### config.mk
export PLATFORM = sky130hd
export DESIGN_NAME = tm_host_sequencer
export DESIGN_NICKNAME = d
export VERILOG_FILES = /design/src/rtl/tm_pkg.sv /design/src/rtl/tm_host_sequencer_phase_timer.sv /design/src/rtl/tm_host_sequencer.sv
export SDC_FILE = /design/constraint.sdc
export NUM_CORES = 1
export LEC_CHECK = 0
export BUFFER_PORTS_ARGS = -buffer_cell sky130_fd_sc_hd__buf_2
export CORE_UTILIZATION = 52
export CTS_BUF_LIST = sky130_fd_sc_hd__clkbuf_4
export CTS_CLUSTER_DIAMETER = 200
export DETAILED_ROUTE_END_ITERATION = 8
export PLACE_DENSITY = 0.77
export SLEW_MARGIN = 10
export SYNTH_ARGS = -nofsm -noshare
export SYNTH_HDL_FRONTEND = slang
export SYNTH_SLANG_ARGS = --single-unit
### constraint.sdc
create_clock -name clock -period 1.92 [get_ports clock]
set_input_delay 0 -clock clock [delete_from_list [all_inputs] [get_ports clock]]
set_output_delay 0 -clock clock [all_outputs]
set_load 0.02 [all_outputs]
### src/rtl/tm_pkg.sv
// Shared state type and parameter defaults for the Turing-machine host sequencer.
package tm_pkg;

    localparam int TM_DW        = 4;
    localparam int TM_GAP       = 2;
    localparam int TM_HOLD      = 2;
    localparam int TM_SETTLE    = 4;
    localparam int TM_MAX_STEPS = 255;
    localparam int TM_SCW       = 8;
    localparam int TM_TW        = 8;

    typedef enum logic [3:0] {
        IDLE,
        LOAD_HIGH,
        LOAD_GAP,
        DONE_PULSE,
        SETTLE_WAIT,
        RUN_IDLE,
        STEP_HIGH,
        STEP_LOW,
        HALTED,
        TIMEOUT
    } seq_state_t;

endpackage

### src/rtl/tm_host_sequencer_phase_timer.sv
// Loadable down-counter that times the sequencer's Next high/low phases.
module phase_timer #(
    parameter int TW = 8
) (
    input  logic          clock,
    input  logic          Reset,
    input  logic          load,
    input  logic [TW-1:0] load_val,
    input  logic          en,
    output logic          expire
);

    logic [TW-1:0] count_q;

    always_ff @(posedge clock or posedge Reset) begin
        if (Reset) begin
            count_q <= '0;
        end else if (load) begin
            count_q <= load_val;
        end else if (en && (count_q != '0)) begin
            count_q <= count_q - 1'b1;
        end
    end

    assign expire = (count_q == '0);

endmodule

### src/rtl/tm_host_sequencer.sv
// Host-side Next/Done initiator for the Turing-machine core: load, then run.
// Build option: define AUTO_RUN_EN to free-run steps without step_req.
module tm_host_sequencer
    import tm_pkg::*;
#(
    parameter int DW        = TM_DW,
    parameter int GAP       = TM_GAP,
    parameter int HOLD      = TM_HOLD,
    parameter int SETTLE    = TM_SETTLE,
    parameter int MAX_STEPS = TM_MAX_STEPS,
    parameter int SCW       = TM_SCW
) (
    input  logic           clock,
    input  logic           Reset,
    input  logic [DW-1:0]  word_data,
    input  logic           word_valid,
    input  logic           word_last,
    output logic           word_ready,
    input  logic           step_req,
    input  logic [1:0]     tm_direction,
    output logic [DW-1:0]  tm_input_data,
    output logic           tm_next,
    output logic           tm_done,
    output logic           busy,
    output logic           halted,
    output logic           timeout,
    output logic [SCW-1:0] step_count
);

    localparam int TW = TM_TW;

    seq_state_t    state_q, state_n;
    logic          last_q;
    logic          step_first_q;
    logic          step_inc;
    logic          tmr_load;
    logic          tmr_en;
    logic [TW-1:0] tmr_val;
    logic          tmr_expire;
    logic          unused_dir0;

    assign unused_dir0 = tm_direction[0];

`ifdef AUTO_RUN_EN
    logic unused_step_req;
    assign unused_step_req = step_req;
`endif

    phase_timer #(.TW(TW)) u_timer (
        .clock    (clock),
        .Reset    (Reset),
        .load     (tmr_load),
        .load_val (tmr_val),
        .en       (tmr_en),
        .expire   (tmr_expire)
    );

    always_comb begin
        state_n    = state_q;
        word_ready = 1'b0;
        tmr_en     = 1'b0;
        step_inc   = 1'b0;
        unique case (state_q)
            IDLE: begin
                word_ready = 1'b1;
                if (word_valid) state_n = LOAD_HIGH;
            end
            LOAD_HIGH: state_n = LOAD_GAP;
            LOAD_GAP: begin
                tmr_en = 1'b1;
                if (tmr_expire) begin
                    if (last_q) begin
                        state_n = DONE_PULSE;
                    end else begin
                        word_ready = 1'b1;
                        if (word_valid) state_n = LOAD_HIGH;
                    end
                end
            end
            DONE_PULSE: state_n = SETTLE_WAIT;
            SETTLE_WAIT: begin
                tmr_en = 1'b1;
                if (tmr_expire) state_n = RUN_IDLE;
            end
            RUN_IDLE: begin
`ifdef AUTO_RUN_EN
                state_n = STEP_HIGH;
`else
                if (step_req) state_n = STEP_HIGH;
`endif
            end
            STEP_HIGH: begin
                tmr_en = 1'b1;
                // halt is judged only on the opening cycle of the step
                if (step_first_q && tm_direction[1]) begin
                    state_n = HALTED;
                end else if (tmr_expire) begin
                    step_inc = 1'b1;
                    state_n  = STEP_LOW;
                end
            end
            STEP_LOW: begin
                tmr_en = 1'b1;
                if (tmr_expire) begin
                    if (step_count == SCW'(MAX_STEPS)) state_n = TIMEOUT;
                    else state_n = RUN_IDLE;
                end
            end
            HALTED, TIMEOUT: state_n = state_q;
            default: state_n = IDLE;
        endcase

        tmr_load = (state_n != state_q);
        tmr_val  = '0;
        unique case (state_n)
            LOAD_GAP:              tmr_val = TW'(GAP - 1);
            STEP_HIGH:             tmr_val = TW'(HOLD - 1);
            STEP_LOW, SETTLE_WAIT: tmr_val = TW'(SETTLE - 1);
            default:               tmr_val = '0;
        endcase
    end

    always_ff @(posedge clock or posedge Reset) begin
        if (Reset) begin
            state_q       <= IDLE;
            tm_next       <= 1'b0;
            tm_done       <= 1'b0;
            tm_input_data <= '0;
            last_q        <= 1'b0;
            step_first_q  <= 1'b0;
            halted        <= 1'b0;
            timeout       <= 1'b0;
            step_count    <= '0;
        end else begin
            state_q      <= state_n;
            tm_next      <= (state_n == LOAD_HIGH) || (state_n == STEP_HIGH);
            tm_done      <= (state_n == DONE_PULSE);
            step_first_q <= (state_n == STEP_HIGH) && (state_q != STEP_HIGH);
            if (word_valid && word_ready) begin
                tm_input_data <= word_data;
                last_q        <= word_last;
            end
            if (state_n == HALTED) halted <= 1'b1;
            if (state_n == TIMEOUT) timeout <= 1'b1;
            if (step_inc && (step_count != SCW'(MAX_STEPS))) begin
                step_count <= step_count + 1'b1;
            end
        end
    end

    assign busy = !((state_q == IDLE) || (state_q == HALTED) ||
                    (state_q == TIMEOUT));

endmodule

# [Word-level counts from Yosys, hierarchy flattened]
# Cells that the tools add are included.
[word_totals] input_bits=11 output_inout_bits=18 word_cells=70 regBits=30
[op_classes] n_addsub=2 n_mux=20 eq_ne=21 n_reduce_logical=17
[op_table] cell="$mux 4" count=9
[op_table] cell="$pmux 4 s9" count=1
[op_table] cell="$eq 4x3->1 const B" count=7
[op_table] cell="$eq 4x2->1 const B" count=4
[op_table] cell="$eq 4x4->1 const B" count=4
[op_table] cell="$mux 8" count=2
[op_table] cell="$add 8x1->8 const B" count=1
[op_table] cell="$eq 4x1->1 const B" count=2
[op_table] cell="$eq 8x8->1 const B" count=1
[op_table] cell="$logic_not 8->1" count=1
[op_table] cell="$ne 8x8->1 const B" count=1
[op_table] cell="$reduce_bool 8->1" count=1
[op_table] cell="$sub 8x1->8 const B" count=1
[op_table] cell="$mux 1" count=6
[op_table] cell="$reduce_or 2->1" count=3
[op_table] cell="$logic_and 1x1->1" count=5
[op_table] cell="$logic_not 4->1" count=1
[op_table] cell="$ne 4x3->1 const B" count=1
[op_table] cell="$ne 4x4->1" count=1
[op_table] cell="$pmux 2 s2" count=1
[op_table] cell="$reduce_or 4->1" count=1
[op_table] cell="$logic_or 1x1->1" count=3
[op_table] cell="$pmux 1 s2" count=1
[op_table] cell="$reduce_bool 2->1" count=1
[op_table] cell="$logic_not 1->1" count=1

# [Depth between registers and ports, before layout]
[depth] ltp_word=8 depth_mapped=10 mapped_depth_nobuf=9

# [Modules after synthesis]
# Synthesis repeated with hierarchy kept, for this count alone.
[hier_totals] cells_unflattened=167 area_unflattened_um2=1702.9
[by_module_without_submodules] module="tm_host_sequencer" seq_area_each_um2=550.5 area_per_inst_um2=1207.4 cells_per_inst=114 instances=1
[by_module_without_submodules] module="phase_timer" seq_area_each_um2=200.2 area_per_inst_um2=495.5 cells_per_inst=53 instances=1

# [Worst setup path before layout]
# OpenSTA, ideal clock, no wires.
[synth_path] path_type="register to register" start="register u_timer.count_q[0]" end="register last_q" setup_slack_ps=-408 arrival_time_ps=2203 n_path_buf=1 path_stages_with_launch=10 required_ps=1795 period_less_slack_ps=2328 setup_ps=125 path_cell_list="dfrtp_1 -> inv_1 -> ha_1 -> nor4b_4 -> and2_1 -> buf_6 -> nand2b_4 -> a2111oi_4 -> nand2_4 -> mux2_4"
[synth_via] elab_chain_cells=4
[synth_lines] element="start: declaration" line="tm_host_sequencer_phase_timer.sv:13" text="logic [TW-1:0] count_q;"
[synth_lines] element="start signal: assignment" line="tm_host_sequencer_phase_timer.sv:19" text="count_q <= load_val;"
[synth_lines] element="start signal: assignment" line="tm_host_sequencer_phase_timer.sv:21" text="count_q <= count_q - 1'b1;"
[synth_lines] element="$logic_not 8->1" line="tm_host_sequencer_phase_timer.sv:25" text="assign expire = (count_q == '0);"
[synth_lines] element="$mux 1" line="tm_host_sequencer.sv:71" text="if (tmr_expire) begin"
[synth_lines] element="$pmux 1 s2" line="tm_host_sequencer.sv:63" text="unique case (state_q)"
[synth_lines] element="net word_ready" line="tm_host_sequencer.sv:18" text="output logic word_ready,"
[synth_lines] element="$logic_and 1x1->1" line="tm_host_sequencer.sv:139" text="if (word_valid && word_ready) begin"
[synth_lines] element="end signal: assignment" line="tm_host_sequencer.sv:141" text="last_q <= word_last;"
[synth_lines] element="end: declaration" line="tm_host_sequencer.sv:33" text="logic last_q;"
# The timed path passes the listed nets, and every way through them passes these cells.
# A chain may end at the register's enable or synchronous reset.

# [Final worst setup path]
[layout_path] start="register u_timer.count_q[0]" end="register tm_input_data[3]"
[layout_via] elab_chain_cells=4
[layout_lines] element="$logic_not 8->1" line="tm_host_sequencer_phase_timer.sv:25"
[layout_lines] element="$mux 1" line="tm_host_sequencer.sv:71"
[layout_lines] element="$pmux 1 s2" line="tm_host_sequencer.sv:63"
[layout_lines] element="$logic_and 1x1->1" line="tm_host_sequencer.sv:139"
[layout_lines] element="end signal: assignment" line="tm_host_sequencer.sv:140" text="tm_input_data <= word_data;"
[layout_lines] element="end: declaration" line="tm_host_sequencer.sv:21" text="output logic [DW-1:0] tm_input_data,"
# No other way between the ends.

==> impl_metrics.yaml <==
status:
  outcome: "complete, but fails checks"
  violations: "negative setup slack"
min_path:
  hold_class: "in -> reg"
timing:
  drv_slew: 0
  slew_headroom: 0.717
  hold_viol: 0
  tightest_slew_ns: 0.422
  finalCritPeriodShare: 1.17
  tns_ns: -5.44
  setup_ws_ns: -0.319
  timing.final.crit_period_ns: 2.24
  skew_ns: 0.0206
  fmax_ghz: 0.447
  holdWs_ns: 0.0997
  setup_viol: 27
  rsz0062_at_grt: "true"
critical_path:
  end_kind: "flop"
  worstPathRequired_ns: 2.14
  path_class: "reg -> reg"
  cp.arrival_ns: 2.46
  startpoint_type: "flop"
  crit_path_max_fanout: 6
  reg2reg_slack_ns: -0.32
yosys:
  synth_edf_count: 0
  syn_nets: 174
  ys_seq_area_frac: 0.446
  syn_area_sq_mm: 0.00168
  synth_top_cell_by_area: "dfrtp_1"
  yosysTopAreaCellShare: 0.446
  synth_cell_types: 47
  syn-instance-count: 161
  synth_area_per_cell_sq_um: 10.5
  synthTopCellsByArea: "dfrtp_1 (45%), xnor2_1 (4.7%), mux2_4 (4.5%)"
  yosys_warnings: 0
  async_flop_share: 1.00
  ys_ff_latch: 30
  ys.flop_type: "dfrtp_1"
place:
  io_buffer_count: 27
  postPlaceCellArea_sq_mm: 0.00214
  gp_congestion: 0.929
  place_hpwl_mm: 2.90
grt:
  antenna_found_initial: 0
  grt_first_pass_wirelength_mm: 6.80
  grt_usage: 0.278
  grt.overflow.total: 0
  grt_pass1_vias: 1470
  grt_max_degree: 31
clocking:
  cts.path.max_buffers: 2
  cts_tree: "done"
  clock-sinks: 30
  insertion_delay_ns: 0.35
  clk_pin_slew_ns: 0.11
  root_buffer: "clkbuf_4"
  cts_buffers: 5
  htreeDepth: 2
route:
  drt_first_pass_iters: 4
  drt_iter0_drc: 76
  wl_per_cell_um: 16.1
  vias: 1534
  routed_wl_mm: 4.60
  drc: 0
  routed_via_density: 5.38
  detail-route-antenna-nets: 0
layout:
  nFillCells: 173
  drive_above_1_share: 0.481
  area_growth_pct: 43.8
  antenna_cells: 0
  final_area_sq_mm: 0.00242
  fin_util: 0.793
  final-seq-area_sq_um: 751
  final_net_count: 253
  multi_input_area_sq_um: 972
floorplanning:
  die_width_um: 58.9
  die-area_sq_mm: 0.00347
  start_util: 0.552
  core_area_sq_mm: 0.00305
  io_pins: 29
  rows: 20
  die_h_um: 58.9
run:
  maxCapViolations: 0
pwr:
  p_leak_nw: 1.22
  powerDensity_mw_per_mm2: 1730
  ir_drop_mv: 0.948
## synthesized netlist by cell type (2+ instances only)
| cell type | number |
|---|---|
| nor3b_2 | 2 |
| nand3_1 | 5 |
| o21ai_0 | 4 |
| nor2_1 | 13 |
| clkbuf_1 | 2 |
| a21boi_0 | 3 |
| o21ai_1 | 2 |
| nor3b_1 | 3 |
| o31ai_1 | 2 |
| nand2b_1 | 4 |
| mux2_2 | 2 |
| xor2_1 | 6 |
| o22ai_1 | 2 |
| mux2_4 | 5 |
| ha_1 | 2 |
| and3_1 | 5 |
| a32o_1 | 2 |
| dfrtp_1 | 30 |
| maj3_1 | 2 |
| buf_2 | 2 |
| nor3_1 | 5 |
| nor2b_1 | 5 |
| a21o_1 | 2 |
| inv_1 | 8 |
| xnor2_1 | 9 |
| nand2_1 | 13 |
## area by class of cell
type	instances	share of cell area
multi-input combinational	117	0.402
sequential	30	0.310
timing repair buffer	78	0.231
tap	44	0.0227
clock buffer	5	0.0155
inverter	8	0.0124
clock inverter	3	0.00672
## stage by stage
stage          worst slack [ns]  std cells  total power, mW
2_1_floorplan            -0.354        161             2.45
3_3_place_gp             -0.167        265             3.26
3_5_place_dp             -0.218        265             3.32
4_1_cts                  -0.237        283             3.90
5_1_grt                  -0.380        285             4.45
6_report                 -0.319        285             4.20
## path summary, 6_finish.rpt
check	startpoint	endpoint	cells after the start
hold / removal	step_req	step_first_q	3
hold reg to reg	halted	halted	1
setup reg to reg	u_timer.count_q[0]	tm_input_data[3]	9
setup / recovery	u_timer.count_q[0]	tm_input_data[3]	9
max in group asynchronous	Reset	tm_input_data[3]	4
min in group asynchronous	Reset	tm_input_data[2]	4
## power breakdown
part | leakage, nW | total [mW] | internal (mW) | switching (mW)
clock network | 0.0286 | 0.383 | 0.136 | 0.247
registers | 0.391 | 0.987 | 0.824 | 0.164
logic | 0.802 | 2.83 | 1.48 | 1.35
## cells in the final DEF, fill, tap and decap left out, types with 2 or more instances in the layout
master / synthesis / layout
a21o_1: 2 / 2
o21ai_0: 4 / 2
a21boi_0: 3 / 3
nor2_1: 13 / 8
o31ai_1: 2 / 2
nand3_1: 5 / 4
nand2b_1: 4 / 4
nor3_1: 5 / 3
o21ai_1: 2 / 2
clkbuf_4: 0 / 5
dlygate4sd3_1: 0 / 6
nor3_2: 0 / 2
xor2_1: 6 / 5
mux2_2: 2 / 2
nor3b_1: 3 / 2
o22ai_1: 2 / 2
and3_1: 5 / 5
xnor2_2: 0 / 2
buf_4: 0 / 42
buf_2: 2 / 26
maj3_1: 2 / 2
nor3b_2: 2 / 2
mux2_4: 5 / 5
nor2_2: 0 / 5
o21ai_2: 0 / 2
inv_1: 8 / 7
nor2b_1: 5 / 5
xnor2_1: 9 / 7
buf_6: 1 / 3
nand2_1: 13 / 12
dfrtp_1: 30 / 30
## timing repair
item | in CTS | in global routing
resized for setup | 16 | 15
endpoints found under the hold margin | 35 | 0
setup endpoints to repair | 24 | 29
cloned | 0 | 0
hold buffers | 6 | 0
setup buffers | 4 | 2
pin swaps | 12 | 6
## metal layers
metal  routed length (um)  global-route usage  vias up
met5                    0                   0        -
met4                  112               0.126        0
met3                  309              0.0681       12
met2                 2360               0.448       61
met1                 1820               0.353      743
li1                     -                   -      718
## sequential cells by signal (all words and copies together), names as in the netlist
name             flops
state_q              4
timeout              1
last_q               1
step_first_q         1
u_timer.count_q      8
tm_input_data        4
step_count           8
halted               1
tm_next              1
tm_done              1
## worst max-delay path: stages (launching register included)
cell and delay, ns:
dfrtp_1 0.41, inv_1 0.07, ha_2 0.17, nor4b_4 0.30, and2_4 0.23, nand2b_4 0.07
a2111oi_4 0.31, buf_4 0.18, nand2_4 0.08, mux2_4 0.30
## kinds of logic (layout without fill, tap and decap cells)
| kind of cell | count (synthesis) | in the layout | share of synthesized area |
|---|---|---|---|
| flip-flops | 30 | 30 | 0.446 |
| AO/OA/AOI/OAI | 26 | 26 | 0.123 |
| adder cells (fa/ha/maj) | 4 | 4 | 0.0267 |
| multiplexers | 8 | 8 | 0.0639 |
| buffers and inverters | 14 | 94 | 0.0371 |
| XOR/XNOR | 15 | 15 | 0.0780 |
| AND/OR/NAND/NOR | 64 | 64 | 0.226 |
Note: power is estimated with default switching activity, not from simulation.
